**config.mk**
```make
export PLATFORM = sky130hd
export DESIGN_NAME = mmff_cfg_chain_ctrl
export DESIGN_NICKNAME = d
export VERILOG_FILES = /design/src/rtl/mmff_cfg_pkg.sv /design/src/rtl/mmff_cfg_chain_ctrl_crc8_serial.sv /design/src/rtl/mmff_cfg_chain_ctrl.sv
export SDC_FILE = /design/constraint.sdc
export NUM_CORES = 1
export LEC_CHECK = 0
export BUFFER_PORTS_ARGS = -buffer_cell sky130_fd_sc_hd__clkbuf_2
export CAP_MARGIN = 10
export CORE_ASPECT_RATIO = 0.5
export CORE_MARGIN = 2
export CORE_UTILIZATION = 30
export DETAILED_ROUTE_END_ITERATION = 6
export GPL_TIMING_DRIVEN = 0
export PLACE_DENSITY_LB_ADDON = 0.12
export SETUP_SLACK_MARGIN = 0.3
export SLEW_MARGIN = 0
export SYNTH_ARGS = -nofsm -noshare
export SYNTH_HDL_FRONTEND = slang
export SYNTH_SLANG_ARGS = --single-unit
```
**constraint.sdc**
```tcl
create_clock -name clk_i -period 5.92 [get_ports clk_i]
set_clock_uncertainty 0.2 [all_clocks]
set_input_delay 0.296 -clock clk_i [delete_from_list [all_inputs] [get_ports clk_i]]
set_output_delay 0.296 -clock clk_i [all_outputs]
set_load 0.01 [all_outputs]
```
**src/rtl/mmff_cfg_pkg.sv**
```systemverilog
`default_nettype none
// ============================================================================
//  Module      : mmff_cfg_pkg
//  Description : Shared types and constants for the MMFF configuration chain
//                controller: FSM state encoding, CRC-8 parameters and a
//                single-bit CRC update helper.
//  Revision    : 1.0 - initial release
// ============================================================================
package mmff_cfg_pkg;

    // Width of one flip-flop mode select held in the chain.
    localparam int         MODE_W    = 4;

    // CRC-8, polynomial x^8+x^2+x+1, zero init, no reflection, no xorout.
    localparam logic [7:0] CRC8_POLY = 8'h07;
    localparam logic [7:0] CRC8_INIT = 8'h00;

    typedef enum logic [1:0] {
        ST_IDLE   = 2'd0,
        ST_LOAD   = 2'd1,
        ST_VERIFY = 2'd2,
        ST_DONE   = 2'd3
    } state_e;

    // Advance a serial CRC-8 by one input bit (MSB-first feedback form).
    function automatic logic [7:0] crc8_step(input logic [7:0] crc, input logic b);
        logic fb;
        fb = crc[7] ^ b;
        return {crc[6:0], 1'b0} ^ (fb ? CRC8_POLY : 8'h00);
    endfunction

endpackage
`default_nettype wire

```
**src/rtl/mmff_cfg_chain_ctrl_crc8_serial.sv**
```systemverilog
`default_nettype none
// ============================================================================
//  Module      : crc8_serial
//  Description : One-bit-per-clock CRC-8 accumulator with synchronous clear
//                and enable. Clear takes priority over enable.
//  Revision    : 1.0 - initial release
// ============================================================================
module crc8_serial
    import mmff_cfg_pkg::*;
(
    input  logic       clk_i,
    input  logic       rst_i,
    input  logic       clr,
    input  logic       en,
    input  logic       bit_in,
    output logic [7:0] crc_o
);

    logic [7:0] crc_d;
    logic [7:0] crc_q;

    // Next CRC value: clear, consume one bit, or hold.
    always_comb begin
        crc_d = crc_q;
        if (clr) begin
            crc_d = CRC8_INIT;
        end else if (en) begin
            crc_d = crc8_step(crc_q, bit_in);
        end
    end

    // CRC register with synchronous reset.
    always_ff @(posedge clk_i) begin
        if (rst_i) begin
            crc_q <= CRC8_INIT;
        end else begin
            crc_q <= crc_d;
        end
    end

    assign crc_o = crc_q;

endmodule
`default_nettype wire

```
**src/rtl/mmff_cfg_chain_ctrl.sv**
```systemverilog
`default_nettype none
// ============================================================================
//  Module      : mmff_cfg_chain_ctrl
//  Description : Loads a column CCFF chain from a word stream (LSB first),
//                then recirculates the chain once and compares a CRC-8 of
//                the recirculated bits with the CRC taken during load.
//  Revision    : 1.0 - initial release
// ============================================================================
module mmff_cfg_chain_ctrl
    import mmff_cfg_pkg::*;
#(
    parameter int CHAIN_LEN = 32,
    parameter int WORD_W    = 8
) (
    input  logic              clk_i,
    input  logic              rst_i,
    input  logic              start_i,
    input  logic [WORD_W-1:0] data_i,
    input  logic              data_valid_i,
    output logic              data_ready_o,
    output logic              ccff_head_o,
    output logic              ccff_shift_en_o,
    input  logic              ccff_tail_i,
    output logic              busy_o,
    output logic              done_o,
    output logic              err_o,
    output logic              cfg_locked_o
);

    localparam int NUM_WORDS = CHAIN_LEN / WORD_W;
    localparam int WC_W      = $clog2(NUM_WORDS + 1);
    localparam int BC_W      = $clog2(WORD_W + 1);
    localparam int VC_W      = $clog2(CHAIN_LEN + 1);

    localparam logic [WC_W-1:0] C_NUM_WORDS = WC_W'(NUM_WORDS);
    localparam logic [BC_W-1:0] C_WORD_W    = BC_W'(WORD_W);
    localparam logic [VC_W-1:0] C_CHAIN_LEN = VC_W'(CHAIN_LEN);

    state_e            state_q,      state_d;
    logic [WORD_W-1:0] buf_q,        buf_d;
    logic [BC_W-1:0]   bits_left_q,  bits_left_d;
    logic [WC_W-1:0]   words_left_q, words_left_d;
    logic [VC_W-1:0]   vcount_q,     vcount_d;
    logic              err_q,        err_d;
    logic              locked_q,     locked_d;

    logic              w_ready;
    logic              w_shift;
    logic              w_head;
    logic              w_done;
    logic              w_crc_l_clr;
    logic              w_crc_v_clr;
    logic              w_crc_v_en;
    logic [7:0]        w_crc_l;
    logic [7:0]        w_crc_v;

    // Next-state, datapath and output decode for the load/verify sequence.
    always_comb begin
        state_d      = state_q;
        buf_d        = buf_q;
        bits_left_d  = bits_left_q;
        words_left_d = words_left_q;
        vcount_d     = vcount_q;
        err_d        = err_q;
        locked_d     = locked_q;
        w_ready      = 1'b0;
        w_shift      = 1'b0;
        w_head       = 1'b0;
        w_done       = 1'b0;
        w_crc_l_clr  = 1'b0;
        w_crc_v_clr  = 1'b0;
        w_crc_v_en   = 1'b0;

        case (state_q)
            ST_IDLE: begin
                if (start_i) begin
                    state_d      = ST_LOAD;
                    err_d        = 1'b0;
                    locked_d     = 1'b0;
                    w_crc_l_clr  = 1'b1;
                    words_left_d = C_NUM_WORDS;
                    bits_left_d  = '0;
                end
            end
            ST_LOAD: begin
                // Ready while the last bit of the current word is going out,
                // so consecutive words stream with no idle shift cycle.
                w_ready = (bits_left_q <= BC_W'(1)) && (words_left_q != '0);
                w_shift = (bits_left_q != '0);
                w_head  = buf_q[0];
                if (w_shift) begin
                    buf_d       = buf_q >> 1;
                    bits_left_d = bits_left_q - 1'b1;
                end
                if (w_ready && data_valid_i) begin
                    buf_d        = data_i;
                    bits_left_d  = C_WORD_W;
                    words_left_d = words_left_q - 1'b1;
                end
                if (w_shift && (bits_left_q == BC_W'(1)) && (words_left_q == '0)) begin
                    state_d     = ST_VERIFY;
                    vcount_d    = C_CHAIN_LEN;
                    w_crc_v_clr = 1'b1;
                end
            end
            ST_VERIFY: begin
                // Tail fed back to head: a full lap leaves the chain unchanged.
                w_shift    = 1'b1;
                w_head     = ccff_tail_i;
                w_crc_v_en = 1'b1;
                vcount_d   = vcount_q - 1'b1;
                if (vcount_q == VC_W'(1)) begin
                    state_d = ST_DONE;
                end
            end
            ST_DONE: begin
                w_done = 1'b1;
                if (w_crc_v == w_crc_l) begin
                    locked_d = 1'b1;
                end else begin
                    err_d = 1'b1;
                end
                state_d = ST_IDLE;
            end
            default: begin
                state_d = ST_IDLE;
            end
        endcase
    end

    // Controller state and datapath registers.
    always_ff @(posedge clk_i) begin
        if (rst_i) begin
            state_q      <= ST_IDLE;
            buf_q        <= '0;
            bits_left_q  <= '0;
            words_left_q <= '0;
            vcount_q     <= '0;
            err_q        <= 1'b0;
            locked_q     <= 1'b0;
        end else begin
            state_q      <= state_d;
            buf_q        <= buf_d;
            bits_left_q  <= bits_left_d;
            words_left_q <= words_left_d;
            vcount_q     <= vcount_d;
            err_q        <= err_d;
            locked_q     <= locked_d;
        end
    end

    // CRC of the bits written into the chain head during load.
    crc8_serial u_crc_load (
        .clk_i  (clk_i),
        .rst_i  (rst_i),
        .clr    (w_crc_l_clr),
        .en     (w_shift && (state_q == ST_LOAD)),
        .bit_in (buf_q[0]),
        .crc_o  (w_crc_l)
    );

    // CRC of the bits read from the chain tail during recirculation.
    crc8_serial u_crc_verify (
        .clk_i  (clk_i),
        .rst_i  (rst_i),
        .clr    (w_crc_v_clr),
        .en     (w_crc_v_en),
        .bit_in (ccff_tail_i),
        .crc_o  (w_crc_v)
    );

    assign data_ready_o    = w_ready;
    assign ccff_head_o     = w_head;
    assign ccff_shift_en_o = w_shift;
    assign busy_o          = (state_q != ST_IDLE);
    assign done_o          = w_done;
    assign err_o           = err_q;
    assign cfg_locked_o    = locked_q;

endmodule
`default_nettype wire

```
### After elaboration in Yosys (flattened, before gate mapping)

Index checks and enable logic that the tools add are counted.

| cells by class | value |
|---|---|
| bitwise logic cells | 4 |
| equal/unequal tests | 13 |
| reductions and logical operators | 23 |
| order comparisons | 1 |
| muxes and demuxes | 31 |
| add/sub/neg operators | 3 |

Operators with widths:

| kind | number |
|---|---|
| $mux 8 | 2 |
| $xor 8x8->8 | 2 |
| $reduce_and 3->1 | 5 |
| $mux 3 | 4 |
| $mux 4 | 3 |
| $ne 2x2->1 const B | 6 |
| $pmux 6 s2 | 1 |
| $mux 1 | 10 |
| $reduce_bool 2->1 | 5 |
| $eq 8x8->1 | 1 |
| $pmux 1 s2 | 4 |
| $pmux 2 s4 | 1 |
| $pmux 4 s2 | 1 |
| $eq 6x1->1 const B | 1 |
| $mux 2 | 3 |
| $mux 6 | 1 |
| $pmux 3 s2 | 1 |
| $sub 6x1->6 const B | 1 |
| $logic_and 1x1->1 | 5 |
| $eq 2x2->1 const B | 2 |
| $eq 4x1->1 const B | 1 |
| $le 4x1->1 const B | 1 |
| $reduce_and 2->1 | 2 |
| $reduce_bool 4->1 | 1 |
| 9 further kinds | 11 |

| word-level totals | value |
|---|---|
| logic and storage cells | 84 |
| input port bits | 13 |
| output and inout bits | 7 |
| register bits after elaboration | 41 |

### Depth between registers and ports, before layout

| logic depth | value |
|---|---|
| depth in word-level cells | 6 |
| gate-level depth with buffers | 8 |
| depth with buffers taken out | 7 |

### Hierarchy

Synthesis repeated with hierarchy kept, for this count alone.

| second synthesis, totals | value |
|---|---|
| cells, all modules | 257 |
| area total of the unflattened synthesis | 2284.7 sq um |

By module, submodules not included:

| module | seq. area each (sq um) | cells each | times used | area an instance (sq um) |
|---|---|---|---|---|
| mmff_cfg_chain_ctrl | 500.5 | 189 | 1 | 1596.5 |
| crc8_serial | 160.2 | 34 | 2 | 344.1 |

### Least setup slack after synthesis

Ideal clock, no wire load.

| timing path | value |
|---|---|
| kind | register -> register |
| from | register words_left_q[0] |
| to | register buf_q[4] |
| data arrival time | 1.759 ns |
| slack | 3.891 ns |
| stages on the path, launching flop included | 9 |
| path buffers | 1 |
| setup time | 0.070 ns |
| cell sequence | dfxtp_1 -> inv_1 -> ha_1 -> ha_1 -> nand2b_1 -> a31oi_1 -> clkbuf_1 -> o21ai_0 -> a21oi_1 |

| between the ends | value |
|---|---|
| longest elaborated chain between the ends | 5 |
| elaborated cells between the ends (all ways) | 6 |

RTL lines:

| element | line | source |
|---|---|---|
| from (decl) | mmff_cfg_chain_ctrl.sv:42 | `logic [WC_W-1:0] words_left_q, words_left_d;` |
| from (signal assigned) | mmff_cfg_chain_ctrl.sv:145 | `words_left_q <= words_left_d;` |
| $reduce_bool 3->1 * | mmff_cfg_chain_ctrl.sv:88 | `w_ready = (bits_left_q <= BC_W'(1)) && (words_left_q != '0);` |
| $logic_and 1x1->1 * | mmff_cfg_chain_ctrl.sv:88 |  |
| $logic_and 1x1->1 * | mmff_cfg_chain_ctrl.sv:95 | `if (w_ready && data_valid_i) begin` |
| $reduce_bool 2->1 (no line) | -- |  |
| $reduce_and 2->1 (no line) | -- |  |
| to (signal assigned) | mmff_cfg_chain_ctrl.sv:143 | `buf_q <= buf_d;` |
| to (decl) | mmff_cfg_chain_ctrl.sv:40 | `logic [WORD_W-1:0] buf_q, buf_d;` |

Mark *: on every way between the ends. The rest lies on a longest branch, timed or not.
A chain may end at the register's enable or synchronous reset.

### Worst setup path after layout

| timing path | value |
|---|---|
| from | register state_q[1] |
| to | output port ccff_shift_en_o |

| between the ends | value |
|---|---|
| longest elaborated chain between the ends | 2 |
| elaborated cells between the ends (all ways) | 3 |

RTL lines:

| element | line | source |
|---|---|---|
| from (decl) | mmff_cfg_chain_ctrl.sv:39 | `state_e state_q, state_d;` |
| from (signal assigned) | mmff_cfg_chain_ctrl.sv:142 | `state_q <= state_d;` |
| $eq 2x2->1 or $eq 2x1->1 (tied branches) | mmff_cfg_chain_ctrl.sv:74 | `case (state_q)` |
| $pmux 1 s2 * | mmff_cfg_chain_ctrl.sv:74 |  |
| to (decl) | mmff_cfg_chain_ctrl.sv:22 | `output logic ccff_shift_en_o,` |

Marks and branches as above.

==> flow_metrics.py <==
metrics = {
    "run_status": {
        "outcome": "finished clean",
    },
    "routing": {
        "vias_per_cell": 4.98,
        "ant_nets": 0,
        "wl_per_cell_um": 14.5,
        "routed_wirelength_um": 5420,
        "via_count": 1864,
        "route.detailed.drc": 0,
        "initialDrtViolationCount": 102,
        "firstDrtPassIters": 4,
    },
    "sta": {
        "timing.final.ws_setup_ns": 3.29,
        "setup_viol": 0,
        "fin_crit_ns": 2.63,
        "finalSetupTns_ns": 0,
        "hold_violations": 0,
        "hold_slack_ns": 0.0722,
        "final_max_slew_viol_count": 0,
        "rsz0062_at_grt": "no",
        "max_slew_margin_pct": 52.7,
        "worst_pin_slew_ns": 0.705,
        "max_freq_mhz": 381,
        "final.period_utilization_pct": 44.4,
    },
    "setup_path": {
        "crit_fanout": 10,
        "arrival_ns": 2.13,
        "crit_chain": "inv_1 -> ha_1 -> buf_2 -> buf_1 -> a21oi_1 -> nor2b_1 -> clkbuf_2",
        "crit_required_ns": 5.42,
        "cp-end-kind": "output pin",
        "worstReg2RegStart": "words_left_q[0]",
        "max_stage_delay_ns": 0.49,
        "cp_slowest_cell": "buf_1",
        "startpoint": "state_q[1]",
        "startpoint_type": "flop",
        "criticalPathCategory": "reg -> out",
    },
    "floorplanning": {
        "ioPinCount": 20,
        "die_h_um": 64.7,
        "core_sq_mm": 0.00724,
        "dieArea_sq_mm": 0.00811,
        "std_cell_rows": 22,
        "fp.dieW_um": 125,
        "start_util_pct": 30.5,
    },
    "placement": {
        "dp_hpwl_um": 3960,
        "place_inst": 366,
        "portBuffers": 19,
        "gp_congestion": 0.760,
        "post-place-ws_ns": 3.44,
    },
    "clock_tree": {
        "numCtsBuffers": 5,
        "cts_hold_buf": 0,
        "clock_sinks": 41,
        "path_clk_slew_ns": 0.06,
        "post_cts_resized": 0,
        "insertion_delay_ns": 0.29,
        "cts_setup_buffers": 0,
        "h-tree-depth": 2,
        "cts_tree": "built",
        "root_buffer": "clkbuf_16",
        "clock_path_buffers": 2,
    },
    "global_route": {
        "grt_overflow_total": 0,
        "use_met1_pct": 18.6,
        "grt_pass1_wl_um": 8940,
        "grt_max_degree": 14,
        "grt_use_met3_pct": 4.05,
        "grt_pass1_vias": 1750,
        "grtUsageTotal_pct": 14.2,
        "busiest_layer": "met2",
        "grt_antenna_before_repair": 0,
        "use_met2_pct": 22.8,
    },
    "synth": {
        "async_flop_share_pct": 0,
        "synth-edff-count": 0,
        "post-synth-top-area-cell": "dfxtp_1",
        "synth_common_cells": "dfxtp_1 (41), nor2_1 (24), mux2i_1 (23)",
        "synth_warnings": 0,
        "yosysTopAreaCellShare_pct": 37.2,
        "yosys-top-cells-area": "dfxtp_1 (37%), mux2i_1 (10%), ha_1 (6.2%), xnor2_1 (5.6%), a21oi_1 (4.5%)",
        "ys.flop_type": "dfxtp_1",
        "synthCells": 251,
        "yosysMostFrequentCell": "dfxtp_1",
        "avgSynthCellArea_sq_um": 8.80,
        "netlist_area_sq_mm": 0.00221,
        "ys_seq_elements": 41,
        "synth_nets": 275,
        "synth-seq-area-share_pct": 37.2,
        "synth_cell_type_count": 46,
    },
    "layout": {
        "drive_gt1_share_pct": 13.3,
        "area_growth_pct": 17.7,
        "diodes": 0,
        "instances_no_fill": 374,
        "final_core_util_pct": 35.9,
        "final_nets": 301,
    },
    "worst_hold_path": {
        "min_from": "data_i[7]",
        "hold_class": "in -> reg",
    },
    "power": {
        "max-vdd-ir-drop_v": 0.000126,
        "p_per_area_mw_per_mm2": 471,
        "power.leakage_uw": 0.000940,
    },
    "flow_run": {
        "maxCapViolCount": 0,
    },
}
==> critical path, delay by kind of cell (launching register included) <==
| family | cells | cell delay [ns] |
|---|---|---|
| simple gates | 1 | 0.15 |
| buf+inv | 4 | 1.01 |
| flops | 1 | 0.33 |
| compound gates | 1 | 0.14 |
| fa+ha+maj | 1 | 0.22 |
==> metrics by stage <==
step	cell area [sq um]	total power [uW]
2_1_floorplan	2210	769
3_3_place_gp	2420	898
3_5_place_dp	2420	907
4_1_cts	2600	1240
5_1_grt	2600	1320
6_report	2600	1230
==> placed cells by master, fill, tap and decap left out, types with 3 or more instances in the layout <==
master     count
dfxtp_1       41
nor2_1        24
mux2i_1       23
a21oi_1       20
clkbuf_2      19
inv_1         16
xnor2_1       14
o21ai_0       13
ha_1          11
nand2_1       10
nor3_1         8
nand4_1        7
nand2b_1       6
nand3_1        5
clkbuf_16      5
nor2b_1        4
clkbuf_1       4
a31oi_1        4
buf_2          3
==> flip-flops by register name, indices dropped and copies added (netlist names) <==
signal              count
bits_left_q             4
u_crc_verify.crc_o      8
vcount_q                6
words_left_q            3
cfg_locked_o            1
err_o                   1
state_q                 2
buf_q                   8
u_crc_load.crc_o        8
==> layer usage <==
metal  wire (um)  up-vias  part of all wire (%)
li1            -      950                     -
met1        2700      881                    50
met2        2460       26                    45
met3         192        7                   3.5
met4          77        0                   1.4
met5           0        -                     0
==> cell type report <==
| cell class | instances | area, sq um |
|---|---|---|
| repair buffers | 19 | 95.1 |
| well taps | 96 | 120 |
| flip-flops and latches | 41 | 821 |
| fillers | 741 | 4640 |
| multi-input cells | 183 | 1270 |
| inverters | 16 | 60.1 |
| plain buffers | 11 | 60.1 |
| clock inverters | 2 | 37.5 |
| clock buffers | 6 | 139 |
==> kinds of logic (layout without fill, tap and decap cells) <==
logic type	Yosys count	in the layout	synth area share [%]
flip-flops	41	41	37.2
adder cells (fa/ha/maj)	11	11	6.23
XOR/XNOR	14	14	5.55
multiplexers	23	23	10.4
buffers and inverters	27	54	5.44
AO/OA/AOI/OAI	58	58	16.9
AND/OR/NAND/NOR	77	77	18.2
==> where the power goes <==
group	total [uW]	internal (uW)	switching, uW
combinational	517	202	315
sequential	382	333	48.9
clock	326	210	115
total	1230	746	479
==> path summary, 6_finish.rpt <==
| check | endpoint | slack, ns | cells past startpoint |
|---|---|---|---|
| worst min register to register | words_left_q[2] | 0.27 | 2 |
| worst max-delay path | ccff_shift_en_o | 3.29 | 7 |
| worst max register to register | buf_q[6] | 3.45 | 8 |
| worst min-delay path | buf_q[7] | 0.07 | 3 |
Note: power is estimated with default switching activity, not from simulation.
